**src/rtl/uart_pkg.sv**
```systemverilog
// Shared UART definitions: state encodings for tx/rx and a constant-foldable clog2.
package uart_pkg;

  typedef enum logic [2:0] {
    s_IDLE      = 3'd0,
    s_START     = 3'd1,
    s_DATA      = 3'd2,
    s_STOP      = 3'd3,
    s_WAIT_HIGH = 3'd4
  } uart_state_e;

  function automatic int unsigned clog2(input int unsigned value);
    int unsigned result;
    result = 0;
    for (int unsigned i = 0; i < 32; i++) begin
      if ((32'd1 << i) < value) result = i + 1;
    end
    return result;
  endfunction

endpackage

```
**src/rtl/uart_sync2.sv**
```systemverilog
// Two-flop synchronizer for a single asynchronous input, with selectable reset value.
module uart_sync2 #(
  parameter logic ResetVal = 1'b1
) (
  input  logic i_clk,
  input  logic i_rst_n,
  input  logic i_d,
  output logic o_q
);

  logic [1:0] sync_q;

  always_ff @(posedge i_clk or negedge i_rst_n) begin
    if (!i_rst_n) begin
      sync_q <= {2{ResetVal}};
    end else begin
      sync_q <= {sync_q[0], i_d};
    end
  end

  assign o_q = sync_q[1];

endmodule

```
**src/rtl/uart_rx.sv**
```systemverilog
// UART receiver: mid-bit sampling of start, p_WORD_LEN+1 data bits (LSB first) and stop.
// Define UART_RX_PARITY_EN to treat the top data bit as even parity and report o_parity_err.
module uart_rx
  import uart_pkg::*;
#(
  parameter int unsigned p_CLK_DIV  = 16,
  parameter int unsigned p_WORD_LEN = 8
) (
  input  logic                  i_clk,
  input  logic                  i_rst_n,
  input  logic                  i_rx,
  output logic [p_WORD_LEN:0]   o_data,
  output logic                  o_dv,
  output logic                  o_frame_err,
  output logic                  o_parity_err,
  output logic                  o_active
);

  localparam int unsigned CntW = clog2(p_CLK_DIV) + 1;
  localparam int unsigned BitW = clog2(p_WORD_LEN) + 1;

  localparam logic [CntW-1:0] HalfLast = CntW'(p_CLK_DIV / 2 - 1);
  localparam logic [CntW-1:0] FullLast = CntW'(p_CLK_DIV - 1);
  localparam logic [BitW-1:0] BitLast  = BitW'(p_WORD_LEN);

  logic rx_s;

  uart_state_e           state_q, state_d;
  logic [CntW-1:0]       clk_cnt_q, clk_cnt_d;
  logic [BitW-1:0]       bit_cnt_q, bit_cnt_d;
  logic [p_WORD_LEN:0]   r_data_q, r_data_d;
  logic [p_WORD_LEN:0]   data_q, data_d;
  logic                  dv_q, dv_d;
  logic                  ferr_q, ferr_d;
  logic                  active_q, active_d;

  uart_sync2 #(
    .ResetVal (1'b1)
  ) u_sync_rx (
    .i_clk   (i_clk),
    .i_rst_n (i_rst_n),
    .i_d     (i_rx),
    .o_q     (rx_s)
  );

`ifdef UART_RX_PARITY_EN
  logic perr_q, perr_d;
  logic parity_bad;

  // Even parity across the whole word: an odd count of ones is an error.
  assign parity_bad = r_data_q[p_WORD_LEN] ^ (^r_data_q[p_WORD_LEN-1:0]);
`endif

  always_comb begin
    state_d   = state_q;
    clk_cnt_d = clk_cnt_q;
    bit_cnt_d = bit_cnt_q;
    r_data_d  = r_data_q;
    data_d    = data_q;
    dv_d      = 1'b0;
    ferr_d    = 1'b0;
    active_d  = active_q;
`ifdef UART_RX_PARITY_EN
    perr_d    = 1'b0;
`endif

    case (state_q)
      s_IDLE: begin
        clk_cnt_d = '0;
        bit_cnt_d = '0;
        if (!rx_s) state_d = s_START;
      end

      s_START: begin
        if (clk_cnt_q == HalfLast) begin
          clk_cnt_d = '0;
          if (!rx_s) begin
            active_d = 1'b1;
            state_d  = s_DATA;
          end else begin
            state_d  = s_IDLE;
          end
        end else begin
          clk_cnt_d = clk_cnt_q + 1'b1;
        end
      end

      s_DATA: begin
        if (clk_cnt_q == FullLast) begin
          clk_cnt_d           = '0;
          r_data_d[bit_cnt_q] = rx_s;
          if (bit_cnt_q == BitLast) begin
            state_d = s_STOP;
          end else begin
            bit_cnt_d = bit_cnt_q + 1'b1;
          end
        end else begin
          clk_cnt_d = clk_cnt_q + 1'b1;
        end
      end

      s_STOP: begin
        if (clk_cnt_q == FullLast) begin
          clk_cnt_d = '0;
          active_d  = 1'b0;
          if (rx_s) begin
            data_d  = r_data_q;
            dv_d    = 1'b1;
`ifdef UART_RX_PARITY_EN
            perr_d  = parity_bad;
`endif
            state_d = s_IDLE;
          end else begin
            ferr_d  = 1'b1;
            state_d = s_WAIT_HIGH;
          end
        end else begin
          clk_cnt_d = clk_cnt_q + 1'b1;
        end
      end

      // Line held low after a bad stop bit: wait for idle before hunting for a start.
      s_WAIT_HIGH: begin
        clk_cnt_d = '0;
        if (rx_s) state_d = s_IDLE;
      end

      default: begin
        state_d   = s_IDLE;
        clk_cnt_d = '0;
        bit_cnt_d = '0;
        active_d  = 1'b0;
      end
    endcase
  end

  always_ff @(posedge i_clk or negedge i_rst_n) begin
    if (!i_rst_n) begin
      state_q   <= s_IDLE;
      clk_cnt_q <= '0;
      bit_cnt_q <= '0;
      r_data_q  <= '0;
      data_q    <= '0;
      dv_q      <= 1'b0;
      ferr_q    <= 1'b0;
      active_q  <= 1'b0;
    end else begin
      state_q   <= state_d;
      clk_cnt_q <= clk_cnt_d;
      bit_cnt_q <= bit_cnt_d;
      r_data_q  <= r_data_d;
      data_q    <= data_d;
      dv_q      <= dv_d;
      ferr_q    <= ferr_d;
      active_q  <= active_d;
    end
  end

`ifdef UART_RX_PARITY_EN
  always_ff @(posedge i_clk or negedge i_rst_n) begin
    if (!i_rst_n) begin
      perr_q <= 1'b0;
    end else begin
      perr_q <= perr_d;
    end
  end

  assign o_parity_err = perr_q;
`else
  assign o_parity_err = 1'b0;
`endif

  assign o_data      = data_q;
  assign o_dv        = dv_q;
  assign o_frame_err = ferr_q;
  assign o_active    = active_q;

endmodule

```
**config.mk**
```make
export PLATFORM = sky130hd
export DESIGN_NAME = uart_rx
export DESIGN_NICKNAME = d
export VERILOG_FILES = /design/src/rtl/uart_pkg.sv /design/src/rtl/uart_sync2.sv /design/src/rtl/uart_rx.sv
export SDC_FILE = /design/constraint.sdc
export NUM_CORES = 1
export LEC_CHECK = 0
export BUFFER_PORTS_ARGS = -buffer_cell sky130_fd_sc_hd__buf_2
export CAP_MARGIN = 25
export CORE_MARGIN = 3
export CORE_UTILIZATION = 57
export DETAILED_ROUTE_END_ITERATION = 16
export PLACE_DENSITY = 0.79
export SLEW_MARGIN = 20
export SYNTH_ARGS = -nofsm -noshare
export SYNTH_HDL_FRONTEND = slang
export SYNTH_SLANG_ARGS = --single-unit
```
**constraint.sdc**
```tcl
create_clock -name i_clk -period 1.9 [get_ports i_clk]
set_input_delay 0.475 -clock i_clk [delete_from_list [all_inputs] [get_ports i_clk]]
set_output_delay 0.475 -clock i_clk [all_outputs]
set_load 0.05 [all_outputs]
```
==> run metrics <==
status=complete, no violations; most common cell after layout, fill and taps aside=dfrtp_1; nature of the critical path startpoint=register; initial core utilization=0.622; Synthesis Warnings=0; H-tree Lvls=2; Worst VDD drop=0.722 mV; layout cell share with drive strength beyond 1=0.352; hpwl dp=2520 um; CP max FO=6; CTS tree=done; average size of a mapped cell=11.5 um^2; Hold Fails Final Rpt=0; Synth area leaders=dfrtp_1, mux2_2, ha_1; core region area=2850 um^2; clk slew on worst S/H paths=110 ps; Overflow after GRT=0; RSZ-0062 raised after global routing=false; Post-Syn Instances=154; overall power=2280 uW; Area growth, synth to finish=15.1%; Leak Pwr=0.000986 uW; Final Net Count=190; kind of critical path=reg2reg; post-CTS setup buffer count=0; Die Wd=61.8 um; async set-reset flop share out of synthesis=1.00; Yosys cell types=45; clock latency on the worst-skew pair=350 ps; drt initial violations=98; Site Rows=19; maximum clock frequency=551 MHz; area leader, netlist=dfrtp_1; Root Buffer=clkbuf_4; Arr. time, crit path=2060 ps; Longest Clk Path Bufs=2; Yosys reg bits=35; worst clock skew=10.4 ps; Post-synth EDFFs=0; worst setup margin=83.8 ps; post-synthesis net count=163; vias in the first global route=1260; Filler cells=206; post-place setup slack=188 ps; Routed Antenna Nets=0; # DRC=0; register-to-register setup slack=80 ps; Setup violations, final=0; Period minus WS final=1820 ps; reg-to-reg endpoint=r_data_q[8]; hold_buf cts=0; wire per inst=17.3 um; TNS Setup=0 ps; Ports=16; via/cell ratio=6.22; data required time of the worst path=2140 ps; register area share after synthesis=0.495; first-pass GRT wire length=6000 um; worst r2r path cells=6; initial antenna violation count=0; Pre-Repair DR Iteration Count=4; IO Port Bufs=14; crit end category=register; Clock Sinks=35; Hold Path Class=in2async; DRT Wirelength=3680 um; Num CTS Buffers=5; fin area=2040 um^2; area of the multi-input gates=832 um^2; most frequent cells in the layout=dfrtp_1, mux2_2, buf_4, buf_2, nand2_1; FF/Latch Area=878 um^2; via count=1324; GP Congestion=0.850; largest net degree at the start of global routing=36; Overall Global Routing Usage=0.221; R2R Path Start=bit_cnt_q[1]; Synth Flop Type=dfrtp_1; Tcrit/Tclk final=0.956; Syn Std Cell Area=1780 um^2; top cell type's share of synthesized area=0.465; max-cap viol count=0; Die ar.=3820 um^2; ant diodes=0; pwr/cell area=1110 nW/um^2; Max Slew Vio Count=0; Die H=61.8 um; post-placement cell area=1950 um^2; post-cts sizing count=0
==> cell type report <==
type                            count  share of cell area
Clock inverter                      3              0.0214
Multi-Input combinational cell    104               0.407
Timing Repair Buffer               31              0.0968
Clock buffer                        5              0.0184
Tap cell                           31              0.0190
Sequential cell                    35               0.430
Inverter                            4             0.00735
==> power by group <==
part	leakage [uW]	total [uW]	switching [uW]	internal (uW)
Combinational	0.000482	766	453	313
Sequential	0.000459	966	117	849
Clock	0.0000452	543	267	277
==> sequential cells by signal, indices dropped and copies added (netlist names) <==
register,cells
o_active,1
o_data,9
state_q,3
u_sync_rx.sync_q,2
o_dv,1
o_frame_err,1
bit_cnt_q,4
clk_cnt_q,5
r_data_q,9
==> per-stage QoR <==
| step | utilization | hold slack (ps) | cells |
|---|---|---|---|
| floorplan | - | 179 | 154 |
| global placement | 0.682 | 350 | 203 |
| detailed placement | 0.682 | 352 | 203 |
| CTS | 0.711 | 140 | 211 |
| global route | 0.716 | 144 | 213 |
| finish | 0.716 | 129 | 213 |
==> logic make-up (layout without fill, tap and decap cells) <==
kind of cell	Yosys count	after routing	synth area share
DFF	35	35	0.495
buffers and inverters	15	43	0.0366
and+or+nand+nor	55	55	0.216
adders and majority gates	6	6	0.0423
other	1	1	0.00211
AOI/OAI and AO/OA	22	22	0.0846
xor gates and xnor gates	2	2	0.00987
muxes	18	18	0.114
==> layer usage <==
metal,vias up,share of wire,global-route usage
li1,625,-,-
met1,643,0.44,0.288
met2,46,0.47,0.326
met3,10,0.063,0.0806
met4,0,0.027,0.109
met5,-,0,0
==> synth_stat cells (2+ instances only) <==
| cell type | n |
|---|---|
| mux2_2 | 18 |
| nand3_1 | 5 |
| dfrtp_1 | 33 |
| dfstp_2 | 2 |
| or3_1 | 2 |
| o211ai_1 | 6 |
| nor2_1 | 4 |
| nor3b_1 | 2 |
| ha_1 | 6 |
| a21oi_1 | 4 |
| nor2b_1 | 5 |
| nor4_1 | 3 |
| or4b_1 | 2 |
| inv_1 | 4 |
| nand4_1 | 5 |
| and2_1 | 2 |
| nand2_1 | 7 |
| and3b_1 | 2 |
| o21ai_0 | 4 |
| nand4b_1 | 3 |
| a41oi_1 | 2 |
| buf_2 | 4 |
| nand3b_1 | 3 |
| clkbuf_1 | 5 |
==> worst max-delay path, stage by stage, from the launching register on <==
cell	delay, ps
dfrtp_1	470
inv_1	130
ha_1	180
nand3b_1	160
buf_4	180
nor4_1	210
mux2_2	370
==> worst max path at each step <==
stage,start,end,slack [ps]
2_1_floorplan,clk_cnt_q[0],o_data[0],180
6_report,bit_cnt_q[1],r_data_q[8],80
3_5_place_dp,clk_cnt_q[0],o_data[3],190
5_1_grt,bit_cnt_q[1],state_q[0],30
4_1_cts,bit_cnt_q[1],state_q[0],150
3_3_place_gp,bit_cnt_q[1],state_q[0],250
Note: power is estimated with default switching activity, not from simulation.
